==> config.mk <==
export PLATFORM = sky130hd
export DESIGN_NAME = seq_divider
export DESIGN_NICKNAME = d
export VERILOG_FILES = /design/src/rtl/seq_divider.sv
export SDC_FILE = /design/constraint.sdc
export NUM_CORES = 1
export LEC_CHECK = 0
export BUFFER_PORTS_ARGS = -buffer_cell sky130_fd_sc_hd__buf_2
export CAP_MARGIN = 20
export CORE_UTILIZATION = 35
export DETAILED_ROUTE_END_ITERATION = 8
export SYNTH_ARGS = -nofsm -noshare
export SYNTH_HDL_FRONTEND = slang
export SYNTH_SLANG_ARGS = --single-unit
export TNS_END_PERCENT = 1
==> constraint.sdc <==
create_clock -name Clk -period 6.5 [get_ports Clk]
set_clock_uncertainty 0.1 [all_clocks]
set_input_delay 1.3 -clock Clk [delete_from_list [all_inputs] [get_ports Clk]]
set_output_delay 1.3 -clock Clk [all_outputs]
set_load 0.05 [all_outputs]
==> src/rtl/seq_divider.sv <==
// Sequential signed restoring divider: 2*WIDTH-bit dividend / WIDTH-bit divisor.
// Results appear WIDTH+2 clocks after a Run rising edge.
module seq_divider #(
    parameter int WIDTH = 8
) (
    input  logic             Clk,
    input  logic             Reset,
    input  logic [WIDTH-1:0] S,
    input  logic             LoadHi,
    input  logic             LoadLo,
    input  logic             LoadD,
    input  logic             Run,
    output logic [WIDTH-1:0] Qval,
    output logic [WIDTH-1:0] Rval,
    output logic             DivZero,
    output logic             Ovf,
    output logic             Busy,
    output logic             Done
);

    localparam int W2 = 2 * WIDTH;
    localparam int CW = $clog2(WIDTH + 1);
    localparam logic [WIDTH-1:0] L_MAXPOS = {1'b0, {(WIDTH-1){1'b1}}};
    localparam logic [WIDTH-1:0] L_MAXNEG = {1'b1, {(WIDTH-1){1'b0}}};

    typedef enum logic [2:0] {S_IDLE, S_PREP, S_ITER, S_FIX, S_DONE} state_t;

    state_t           r_state, w_next;
    logic             r_run_d;
    logic [W2-1:0]    r_dividend;
    logic [WIDTH-1:0] r_divisor;
    logic [WIDTH:0]   r_p;
    logic [WIDTH-1:0] r_nlo;
    logic [WIDTH-1:0] r_dmag;
    logic             r_sq, r_sr, r_dz_p, r_ovf_p;
    logic [CW-1:0]    r_cnt;

    logic             w_idle_like, w_start, w_ge, w_ovf_fix, w_last;
    logic [W2-1:0]    w_nmag;
    logic [WIDTH-1:0] w_dmag, w_q_neg, w_r_neg;
    logic [WIDTH:0]   w_shift, w_diff;

    assign w_idle_like = (r_state == S_IDLE) || (r_state == S_DONE);
    assign w_start     = Run && !r_run_d && w_idle_like;
    assign w_last      = (r_cnt == CW'(WIDTH - 1));

    assign w_nmag  = r_dividend[W2-1] ? -r_dividend : r_dividend;
    assign w_dmag  = r_divisor[WIDTH-1] ? -r_divisor : r_divisor;
    // Quotient bits shift into r_nlo as the dividend low half shifts out.
    assign w_shift = {r_p[WIDTH-1:0], r_nlo[WIDTH-1]};
    assign w_ge    = (w_shift >= {1'b0, r_dmag});
    assign w_diff  = w_shift - {1'b0, r_dmag};
    assign w_q_neg = -r_nlo;
    assign w_r_neg = -r_p[WIDTH-1:0];
    assign w_ovf_fix = r_ovf_p || (!r_sq && (r_nlo > L_MAXPOS)) || (r_sq && (r_nlo > L_MAXNEG));

    always_ff @(posedge Clk or negedge Reset) begin
        if (!Reset) begin
            r_state <= S_IDLE;
        end else begin
            r_state <= w_next;
        end
    end

    always_comb begin
        w_next = r_state;
        Busy   = 1'b0;
        Done   = 1'b0;
        case (r_state)
            S_IDLE: if (w_start) w_next = S_PREP;
            S_PREP: begin
                Busy   = 1'b1;
                w_next = S_ITER;
            end
            S_ITER: begin
                Busy = 1'b1;
                if (w_last) w_next = S_FIX;
            end
            S_FIX: begin
                Busy   = 1'b1;
                w_next = S_DONE;
            end
            S_DONE: begin
                Done = 1'b1;
                if (w_start) w_next = S_PREP;
            end
            default: w_next = S_IDLE;
        endcase
    end

    always_ff @(posedge Clk or negedge Reset) begin
        if (!Reset) begin
            r_run_d    <= 1'b0;
            r_dividend <= '0;
            r_divisor  <= '0;
            r_p        <= '0;
            r_nlo      <= '0;
            r_dmag     <= '0;
            r_sq       <= 1'b0;
            r_sr       <= 1'b0;
            r_dz_p     <= 1'b0;
            r_ovf_p    <= 1'b0;
            r_cnt      <= '0;
            Qval       <= '0;
            Rval       <= '0;
            DivZero    <= 1'b0;
            Ovf        <= 1'b0;
        end else begin
            r_run_d <= Run;
            // A start edge keeps the operands it sampled; coincident loads are dropped.
            if (w_idle_like && !w_start) begin
                if (LoadHi) r_dividend[W2-1:WIDTH] <= S;
                if (LoadLo) r_dividend[WIDTH-1:0]  <= S;
                if (LoadD)  r_divisor              <= S;
            end
            case (r_state)
                S_PREP: begin
                    r_p     <= {1'b0, w_nmag[W2-1:WIDTH]};
                    r_nlo   <= w_nmag[WIDTH-1:0];
                    r_dmag  <= w_dmag;
                    r_sq    <= r_dividend[W2-1] ^ r_divisor[WIDTH-1];
                    r_sr    <= r_dividend[W2-1];
                    r_dz_p  <= (r_divisor == '0);
                    r_ovf_p <= (w_nmag[W2-1:WIDTH] >= w_dmag);
                    r_cnt   <= '0;
                end
                S_ITER: begin
                    r_p   <= w_ge ? w_diff : w_shift;
                    r_nlo <= {r_nlo[WIDTH-2:0], w_ge};
                    r_cnt <= r_cnt + CW'(1);
                end
                S_FIX: begin
                    DivZero <= r_dz_p;
                    Ovf     <= w_ovf_fix;
                    if (r_dz_p || w_ovf_fix) begin
                        Qval <= '0;
                        Rval <= '0;
                    end else begin
                        Qval <= r_sq ? w_q_neg : r_nlo;
                        Rval <= r_sr ? w_r_neg : r_p[WIDTH-1:0];
                    end
                end
                default: ;
            endcase
        end
    end

endmodule

# Yosys cells after proc, flatten, opt, wreduce, memory -nomap -nowiden
# Index checks and enable logic that the tools add are counted.
dict set report classes {
  add_sub_neg 6
  n_lt_le_gt_ge 4
  n_eq_ne 7
  mux 15
  n_bitwise 1
  reduce_logical 21
}
# cell n
set op_table {}
lappend op_table {{$mux 8} 6}
lappend op_table {{$pmux 8 s2} 2}
lappend op_table {{$neg 8->8} 3}
lappend op_table {{$mux 16} 1}
lappend op_table {{$neg 16->16} 1}
lappend op_table {{$pmux 3 s4} 1}
lappend op_table {{$ge 9x8->1} 1}
lappend op_table {{$ge 8x8->1} 1}
lappend op_table {{$gt 8x7->1 const B} 1}
lappend op_table {{$gt 8x8->1 const B} 1}
lappend op_table {{$logic_not 8->1} 1}
lappend op_table {{$pmux 4 s2} 1}
lappend op_table {{$reduce_and 2->1} 4}
lappend op_table {{$sub 8x8->8} 1}
lappend op_table {{$eq 3x2->1 const B} 2}
lappend op_table {{$mux 3} 2}
lappend op_table {{$logic_and 1x1->1} 5}
lappend op_table {{$add 4x1->4 const B} 1}
lappend op_table {{$eq 4x3->1 const B} 1}
lappend op_table {{$logic_or 1x1->1} 4}
lappend op_table {{$eq 3x1->1 const B} 1}
lappend op_table {{$eq 3x3->1 const B} 1}
lappend op_table {{$logic_not 1->1} 3}
lappend op_table {{$logic_not 3->1} 1}
lappend op_table {{7 further kinds} 8}
dict set report totals {
  register_bits 78
  inputBits 14
  output_inout_bits 20
  wordCells 71
}

# Logic depth before layout (Yosys ltp)
# Gate-level depths: netlist (run 1).
dict set report depth {
  word_depth 6
  ltp_mapped 11
  mapped_depth_nobuf 11
}

# Worst setup path before layout (run 1)
# Ideal clock, no wire load.
dict set report synth_path {
  path_type {reg-to-output}
  from {reg r_state[0]}
  to {out Busy}
  arrival_time_ns 1.132
  required_time_ns 5.100
  path_slack_ns 3.968
  stages_incl_launch_ff 3
  n_path_buf 0
  path_cell_list {dfrtp_1 > nor2_1 > nor2_1}
}
dict set report synth_via {
  elab_chain_cells 3
  word_cells_on_any_way 5
  cone_classes {3 x eq/ne; 1 x mux; 1 x reduce/logical}
}
# item line
set synth_lines {}
lappend synth_lines {{from (decl)} 28} ;# state_t r_state, w_next;
lappend synth_lines {{from (signal assigned)} 61} ;# r_state <= w_next;
lappend synth_lines {{$eq 3x2->1 or $eq 3x1->1 (tied branches)} 69} ;# case (r_state)
lappend synth_lines {{$reduce_or 3->1 (no source line) (*)} n/a}
lappend synth_lines {{$mux 1 (*)} 69}
lappend synth_lines {{to (decl)} 17} ;# output logic Busy,
# Mark *: on every way between the ends. The rest lies on a longest branch, timed or not.

# Final worst setup path (run 1)
dict set report layout_path {
  from {reg r_dividend[0]}
  to {reg r_ovf_p}
}
dict set report layout_via {
  elab_chain_cells 3
}
# item line
set layout_lines {}
lappend layout_lines {{from (decl)} 30} ;# logic [W2-1:0] r_dividend;
lappend layout_lines {{from (signal assigned)} 94} ;# r_dividend <= '0;
lappend layout_lines {{from (signal, indexed assignment)} 112} ;# if (LoadHi) r_dividend[W2-1:WIDTH] <= S;
lappend layout_lines {{from (signal, indexed assignment)} 113} ;# if (LoadLo) r_dividend[WIDTH-1:0] <= S;
lappend layout_lines {{$neg 16->16} 47} ;# assign w_nmag = r_dividend[W2-1] ? -r_dividend : r_dividend;
lappend layout_lines {{$mux 16} 47}
lappend layout_lines {{$ge 8x8->1} 124} ;# r_ovf_p <= (w_nmag[W2-1:WIDTH] >= w_dmag);
lappend layout_lines {{to (signal assigned)} 124}
lappend layout_lines {{to (decl)} 35} ;# logic r_sq, r_sr, r_dz_p, r_ovf_p;
# No other way between the ends.
# A chain may end at the register's enable or synchronous reset.

==> impl_metrics.json, run 1 <==
{
  "status": "complete, no violations",
  "syn-num-nets": 485,
  "final-hold-violation-count": 0,
  "tightest_slew_ns": 0.9558,
  "place_congestion": 0.8445,
  "dr.first_iter.drc_count": 157,
  "slew_violations": 0,
  "final_layout_size_suffix_gt1_share_pct": 19.29,
  "required_ns": 6.62,
  "cts_setup_buffers": 0,
  "viasPerCell": 5.182,
  "synth-seq-cells": 78,
  "cts.path.max_buffers": 2,
  "max_stage_delay_ns": 0.43,
  "diodes": 0,
  "async_reset_ff_share_pct": 100.0,
  "path_class": "register to register",
  "crit_fanout": 6,
  "setup_slack_ns": 3.700,
  "worstPathCellList": "inv_1 -> ha_1 -> nor3b_2 -> a21oi_1 -> xnor2_1 -> ha_1 -> nand2b_1 -> a21o_1 -> a21oi_1 -> o211ai_1 -> a22o_1",
  "drt_first_pass_iters": 5,
  "numCtsBuffers": 9,
  "core_area_sq_um": 12620,
  "area_growth_syn_to_layout_pct": 13.23,
  "cts_resized": 0,
  "insertion_delay_ns": 0.34,
  "ctsRootBufferMaster": "clkbuf_16",
  "rows": 41,
  "die_area_sq_um": 13430,
  "arrival_ns": 2.92,
  "setup-violations-final": 0,
  "final_antenna_net_count": 0,
  "fmax_ghz": 0.3572,
  "wl_per_cell_microns": 15.22,
  "drt_wl_total_microns": 9955,
  "period_share_pct": 43.08,
  "slowest_stage": "dfrtp_1",
  "cts.hold.buffers_added": 0,
  "synth-main-ff-cell": "dfrtp_1",
  "synthCells": 449,
  "seq_area_sq_um": 1952,
  "mostFrequentLayoutCells": "78 x dfrtp_1, 48 x nand2_1, 35 x o21ai_0, 32 x buf_2, 27 x nor2_1",
  "syn_avg_cell_area_sq_um": 10.11,
  "relSlewSlack_pct": 36.28,
  "post-place-ws_ns": 3.491,
  "cts_tree": "built",
  "grt_first_pass_wirelength_microns": 16750,
  "synth.cell_area_sq_um": 4538,
  "finalSetupTns_ns": 0,
  "mostFrequentLayoutCell": "dfrtp_1",
  "initial_core_util_pct": 35.96,
  "grt_max_degree": 79,
  "ios": 34,
  "multiInputGateArea_sq_um": 2379,
  "dieHeight_microns": 115.9,
  "path_clk_slew_ns": 0.06,
  "antenna_found_initial": 0,
  "post_synth_num_cell_types": 62,
  "die_w_microns": 115.9,
  "endpoint_kind": "register",
  "htreeDepth": 3,
  "numPortBuffers": 33,
  "synth_edf_count": 0,
  "drc_errors": 0,
  "cts.sinks": 78,
  "critPathTopFamily": "compound AO/OA/AOI/OAI gates",
  "max_cap_violations": 0,
  "grt-ovfl-total": 0,
  "vias": 3389,
  "critical_path_buf_inv_count": 1,
  "start_kind": "register",
  "ys_warn_count": 0,
  "seq_area_frac_synth_pct": 43.01,
  "hpwl_microns": 7439,
  "worstHoldPathType": "register to register",
  "rsz0062_at_grt": "no",
  "first_global_vias": 3377,
  "min_period_ns": 2.800,
  "track_usage_pct": 16.24,
  "fin_nets": 514,
  "fillCellCount": 1258
}
-- metrics by stage --
step                      std cells  area, sq um  utilization (%)  hold WS, ns
after global placement          637         4826            38.24       0.3589
after global routing            654         5139            40.72       0.4119
after detailed placement        637         4826            38.24       0.3678
final                           654         5139            40.72       0.3743
after CTS                       652         5116            40.54       0.3804
after floorplan                 449         4538                -       0.3498
-- worst reg2reg max path, delay by kind of cell, from the launching register on --
family          cells  cell delay (ns)
flops               1             0.43
buf+inv             1             0.13
compound gates      5             0.79
fa+ha+maj           2             0.45
xor+xnor            1             0.27
simple gates        2             0.52
-- cells in the mapped netlist, types with 3 or more instances --
cell type	count	area, sq um
nand4b_1	3	26.28
o31ai_1	5	37.54
nor2b_1	7	43.79
dfrtp_1	78	1952
a22oi_1	10	75.07
nand2_1	48	180.2
nand4_1	5	31.28
nand3_1	5	25.02
o211ai_1	3	22.52
or3_1	3	18.77
clkbuf_1	12	45.04
o21ai_0	35	175.2
mux2i_1	9	90.09
nor3_1	7	35.03
nor2_1	27	101.4
inv_1	25	93.84
o221ai_1	3	26.28
nand2b_1	7	43.79
nor4_1	4	25.02
o21ai_2	7	61.31
a21oi_1	12	60.06
buf_2	3	15.01
ha_1	21	262.8
a21o_1	4	30.03
mux2_2	26	292.8
xnor2_1	15	131.4
xor2_1	19	166.4
o21ai_1	4	20.02
-- layout make-up --
class	instances	share of cell area (%)
clock inverter	4	0.9252
tap	172	4.188
sequential	78	37.98
timing repair buffer	37	3.993
inverter	26	1.899
clock buffer	11	4.724
multi-input combinational	326	46.29
-- worst paths after layout --
check / from / end / slack, ns / cells past startpoint
worst max-delay path: r_dividend[0] / r_ovf_p / 3.70 / 11
worst min register to register: Qval[0] / Qval[0] / 0.37 / 2
max in group asynchronous: Reset / r_cnt[3] / 4.67 / 1
worst min-delay path: Qval[0] / Qval[0] / 0.37 / 2
min in group asynchronous: Reset / r_divisor[4] / 1.02 / 1
worst max register to register: r_dividend[0] / r_ovf_p / 3.70 / 11
-- per-layer routing --
layer,GRT usage (%),vias up,routed length [microns]
li1,-,1658,-
met1,22.19,1647,4817
met2,25.40,72,4514
met3,3.923,12,503
met4,5.043,0,119
met5,0,-,0
-- registers in the layout, summed over array words and instances, names as in the netlist --
signal,flops
Ovf,1
r_dz_p,1
r_nlo,8
r_dmag,8
r_ovf_p,1
Rval,8
DivZero,1
r_p,8
r_run_d,1
r_cnt,4
r_sq,1
r_dividend,16
Qval,8
r_sr,1
r_state,3
r_divisor,8
-- logic make-up after synthesis --
| family | count (synthesis) | synth area share [%] |
|---|---|---|
| buffers and inverters | 45 | 4.577 |
| xor gates and xnor gates | 34 | 6.562 |
| DFF | 78 | 43.01 |
| muxes | 36 | 8.768 |
| and+or+nand+nor | 128 | 14.42 |
| adders and majority gates | 22 | 6.231 |
| AOI/OAI and AO/OA | 106 | 16.43 |
Power of run 1 is not shown: default switching activity piles up to over one toggle a cycle in this logic, so the estimate is an artifact.
==> run 2: changes to the inputs <==
Settings changed: ABC_AREA from default to 1.
Clock period 6.5 ns to 2.2 ns, I/O delays scaled along.
==> impl_metrics.json, run 2 <==
{
  "required_ns": 2.36,
  "whs_ns": 0.1242,
  "netlist.area_leader.share_pct": 41.06,
  "fillCellCount": 1333,
  "arrival_ns": 2.40,
  "worstHoldPathType": "input port to register",
  "synth_commonest_cells": "162 x nand2_1, 81 x inv_1, 78 x dfrtp_1, 55 x nand3_1, 49 x o21ai_0",
  "largest_register_ffs": 16,
  "path_class": "register to register",
  "worstHoldEndpoint": "r_run_d",
  "tightest_slew_ns": 0.4944,
  "vias": 4270,
  "cts.sinks": 78,
  "reg2reg_depth": 14,
  "mostFrequentLayoutCells": "160 x nand2_1, 78 x dfrtp_1, 74 x inv_1, 52 x nand3_1, 48 x o21ai_0",
  "die_area_sq_um": 14050,
  "synth-main-ff-cell": "dfrtp_1",
  "reg2reg_slack_ns": -0.04,
  "syn-num-nets": 659,
  "path_clk_slew_ns": 0.06,
  "final_antenna_net_count": 0,
  "rsz0062_at_grt": "yes",
  "synthCells": 623,
  "place_congestion": 0.8657,
  "wl_per_cell_microns": 14.01,
  "yosys.area.top_type": "dfrtp_1",
  "synth_edf_count": 0,
  "synth_top_cells_by_area": "dfrtp_1 41%, nand2_1 13%, inv_1 6.4%",
  "slew_violations": 0,
  "dr.first_iter.drc_count": 212,
  "period_share_pct": 102.0,
  "r2r-end": "r_ovf_p",
  "htreeDepth": 3,
  "diodes": 0,
  "cts.path.max_buffers": 2,
  "reg2reg_from": "r_dividend[1]",
  "drc_errors": 0,
  "fin_nets": 724,
  "fin_cells": 867,
  "max_cap_violations": 0,
  "endpoint_kind": "register",
  "numPortBuffers": 33,
  "dieHeight_microns": 118.5,
  "cts_tree": "built",
  "mostFrequentLayoutCell": "nand2_1",
  "antenna_found_initial": 0,
  "viasPerCell": 4.925,
  "start_kind": "register",
  "ys_warn_count": 0,
  "fmax_ghz": 0.4455,
  "final_layout_size_suffix_gt1_share_pct": 20.98,
  "async_reset_ff_share_pct": 100.0,
  "ctsRootBufferMaster": "clkbuf_16",
  "largest_register": "r_dividend",
  "violations": "setup timing",
  "area_growth_syn_to_layout_pct": 21.30,
  "first_global_vias": 4037,
  "rows": 42,
  "min_period_ns": 2.245,
  "post_synth_num_cell_types": 45,
  "synth.cell_area_sq_um": 4753,
  "track_usage_pct": 17.88,
  "numCtsBuffers": 9,
  "syn_avg_cell_area_sq_um": 7.630,
  "grt_max_degree": 28,
  "core_area_sq_um": 13240,
  "grt-ovfl-total": 0,
  "hold_start": "Run",
  "synth-seq-cells": 78,
  "final-hold-violation-count": 0,
  "crit_fanout": 4,
  "seq_area_frac_synth_pct": 41.06,
  "synth_most_common_cell": "nand2_1",
  "hold_depth": 1,
  "relSlewSlack_pct": 67.00,
  "die_w_microns": 118.5,
  "initial_core_util_pct": 35.89,
  "status": "complete, but fails checks",
  "insertion_delay_ns": 0.34,
  "grt_first_pass_wirelength_microns": 19960,
  "finalSetupTns_ns": -0.04476,
  "setup-violations-final": 1,
  "place_inst": 840,
  "drt_wl_total_microns": 12140,
  "setup_slack_ns": -0.04476,
  "hpwl_microns": 9163,
  "ios": 34,
  "drt_first_pass_iters": 5
}
run 2: cell types whose count changed in the layout (fill, tap and decap cells not counted), moves of 11 or more:
cell,change
inv_2,+14
inv_1,+49
o21ai_0,+13
nand3_1,+47
nand2_1,+112
xnor2_1,-15
mux2_2,-25
nor2_2,+11
buf_4,+33
run 2: area by class of cell:
cell class / count / area (sq um) / area share, %
multi-input cells: 438 / 2505 / 43.45
well taps: 176 / 220.2 / 3.819
flip-flops and latches: 78 / 1952 / 33.85
inverters: 89 / 334.1 / 5.794
repair buffers: 72 / 479.2 / 8.312
clock buffers: 13 / 270.3 / 4.687
clock inverters: 1 / 5.005 / 0.08681
run 2: per-layer routing:
| metal | wire length, microns | vias up | GRT usage [%] |
|---|---|---|---|
| li1 | - | 2157 | - |
| met1 | 5908 | 2001 | 25.05 |
| met2 | 5543 | 102 | 28.36 |
| met3 | 585 | 10 | 3.185 |
| met4 | 105 | 0 | 4.668 |
| met5 | 0 | - | 0 |
run 2: kinds of logic after synthesis:
group,share of synthesized area [%]
AND/OR/NAND/NOR,28.14
buffers and inverters,9.029
AO/OA/AOI/OAI,12.85
flip-flops,41.06
adder cells (fa/ha/maj),5.949
XOR/XNOR,2.738
multiplexers,0.2369
run 2: metrics by stage:
stage               setup slack, ns  instance area (sq um)  util [%]
floorplan                    0.1007                   4753         -
global route                -0.2432                   5766     43.54
detailed placement          -0.1063                   5254     39.67
global placement           -0.01337                   5254     39.67
CTS                        -0.03749                   5654     42.70
finish                     -0.04476                   5766     43.54
run 2: worst max-delay path, cell delays in order (launching register included):
cell and delay [ns]:
dfrtp_1 0.37, inv_2 0.09, buf_4 0.13, nand3_4 0.09
nor2_4 0.15, nand4_1 0.11, nand3_1 0.12, nand2_2 0.08
ha_1 0.31, nand2_1 0.07, o21ai_0 0.22, nand2_1 0.10
o2111ai_2 0.09, nand2_1 0.06, o21ai_1 0.07
run 2: worst max path at each step:
stage	end	startpoint	cells past startpoint	slack (ns)
CTS	r_ovf_p	r_divisor[1]	15	-0.04
global placement	r_ovf_p	r_divisor[0]	15	-0.01
detailed placement	r_ovf_p	r_divisor[1]	15	-0.11
global route	r_ovf_p	r_dividend[1]	14	-0.24
floorplan	r_ovf_p	r_divisor[0]	15	0.10
finish	r_ovf_p	r_dividend[1]	14	-0.04
run 2: repair_timing:
| item | CTS | global route |
|---|---|---|
| gates resized for setup | 15 | 18 |
| pin swaps | 13 | 10 |
| buffers inserted | 9 | 3 |
| hold endpoints to repair | 23 | 0 |
| hold buffers | 1 | 0 |
| setup endpoints to repair | 1 | 5 |
Power of run 2 is left out for the same reason.
==> run 3: changes to the inputs <==
Settings changed: SETUP_SLACK_MARGIN from default to 0.05.
==> impl_metrics.json, run 3 (synthesized netlist as in run 2, its figures left out) <==
{
  "status": "complete, but fails checks",
  "violations": "setup timing",
  "worstHoldPathType": "input port to register",
  "arrival_ns": 2.46,
  "endpoint_kind": "register",
  "insertion_delay_ns": 0.33,
  "wl_met2_microns": 5552,
  "fmax_ghz": 0.4349,
  "mostFrequentLayoutCell": "nand2_1",
  "numCtsBuffers": 9,
  "dr.first_iter.drc_count": 252,
  "required_ns": 2.36,
  "grt_max_degree": 28,
  "tightest_slew_ns": 0.4893,
  "final_layout_size_suffix_gt1_share_pct": 21.27,
  "final_antenna_net_count": 0,
  "fin_nets": 724,
  "numPortBuffers": 33,
  "rows": 42,
  "viasPerCell": 4.932,
  "crit_fanout": 4,
  "path_class": "register to register",
  "reg2reg_depth": 14,
  "critPathLaunch": "r_dividend[1]",
  "htreeDepth": 3,
  "max_cap_violations": 0,
  "largest_register_ffs": 16,
  "crit_end": "r_ovf_p",
  "highest_layer": "met4",
  "antenna_found_initial": 0,
  "fillCellCount": 1332,
  "area_growth_syn_to_layout_pct": 21.61,
  "initial_core_util_pct": 35.89,
  "setup-violations-final": 1,
  "core_area_sq_um": 13240,
  "cts_tree": "built",
  "rsz0062_at_grt": "yes",
  "die_area_sq_um": 14050,
  "r2r-end": "r_ovf_p",
  "whs_ns": 0.1257,
  "path_clk_slew_ns": 0.06,
  "met1_length_microns": 5994,
  "utilization_pct": 43.65,
  "track_usage_pct": 17.88,
  "hpwl_microns": 9163,
  "wl_met3_microns": 518,
  "drt_wl_total_microns": 12170,
  "drt_first_pass_iters": 5,
  "slew_violations": 0,
  "wl_per_cell_microns": 14.04,
  "reg2reg_from": "r_dividend[1]",
  "grt_first_pass_wirelength_microns": 19960,
  "ios": 34,
  "setup_slack_ns": -0.09961,
  "die_w_microns": 118.5,
  "grt-ovfl-total": 0,
  "period_share_pct": 104.5,
  "place_congestion": 0.8657,
  "diodes": 0,
  "min_period_ns": 2.300,
  "drc_errors": 0,
  "relSlewSlack_pct": 67.34,
  "cts.sinks": 78,
  "ctsRootBufferMaster": "clkbuf_16",
  "vias": 4276,
  "start_kind": "register",
  "final-hold-violation-count": 0,
  "dieHeight_microns": 118.5,
  "first_global_vias": 4037,
  "largest_register": "r_dividend",
  "cts.path.max_buffers": 2,
  "reg2reg_slack_ns": -0.1,
  "mostFrequentLayoutCells": "160 x nand2_1, 78 x dfrtp_1, 74 x inv_1, 52 x nand3_1, 48 x o21ai_0"
}
## run 3: how the worst min path moves through the flow
stage,from,end,slack (ns),cells after the start
after detailed placement,Reset,r_dividend[6],0.27,1
after global placement,Reset,r_dividend[6],0.27,1
after floorplan,Reset,DivZero,0.04,0
after CTS,Run,r_run_d,0.12,1
after global routing,Run,r_run_d,0.12,1
final,Run,r_run_d,0.13,1
## run 3: stage by stage
stage / worst slack [ns] / area (sq um) / std cells / setup TNS, ns
finish: -0.09961 / 5781 / 867 / -0.09961
global route: -0.2432 / 5781 / 867 / -0.2432
CTS: -0.03749 / 5654 / 864 / -0.03749
detailed placement: -0.1063 / 5254 / 840 / -0.1063
global placement: -0.01337 / 5254 / 840 / -0.01337
floorplan: 0.1007 / 4753 / 623 / 0
## run 3: routing by layer
metal | vias to the layer above | GRT usage, %
met2 | 107 | 28.36
met1 | 2002 | 25.05
met4 | 0 | 4.668
met3 | 11 | 3.185
met5 | - | 0
li1 | 2156 | -
## run 3: layout make-up
| type | count | area (sq um) | area share [%] |
|---|---|---|---|
| inverters | 89 | 334.1 | 5.779 |
| multi-input cells | 438 | 2520 | 43.59 |
| repair buffers | 72 | 479.2 | 8.290 |
| well taps | 176 | 220.2 | 3.810 |
| clock inverters | 1 | 5.005 | 0.08658 |
| flip-flops and latches | 78 | 1952 | 33.77 |
| clock buffers | 13 | 270.3 | 4.675 |
## run 3: timing repair
action / CTS / global route
gates resized for setup: 15 / 20
setup buffers: 9 / 3
pin swaps: 13 / 11
hold buffers: 1 / 0
hold endpoints to repair: 23 / 0
endpoints found under the setup margin: 1 / 8
## run 3: critical path, stage by stage (launching register included)
cell	delay, ns
dfrtp_1	0.37
inv_2	0.09
buf_4	0.13
nand3_4	0.09
nor2_4	0.15
nand4_1	0.11
nand3_1	0.12
nand2_2	0.08
ha_1	0.31
nand2_1	0.07
o21ai_0	0.25
nand2_1	0.11
o2111ai_2	0.09
nand2_1	0.07
o21ai_1	0.07
Power of run 3 is left out for the same reason.
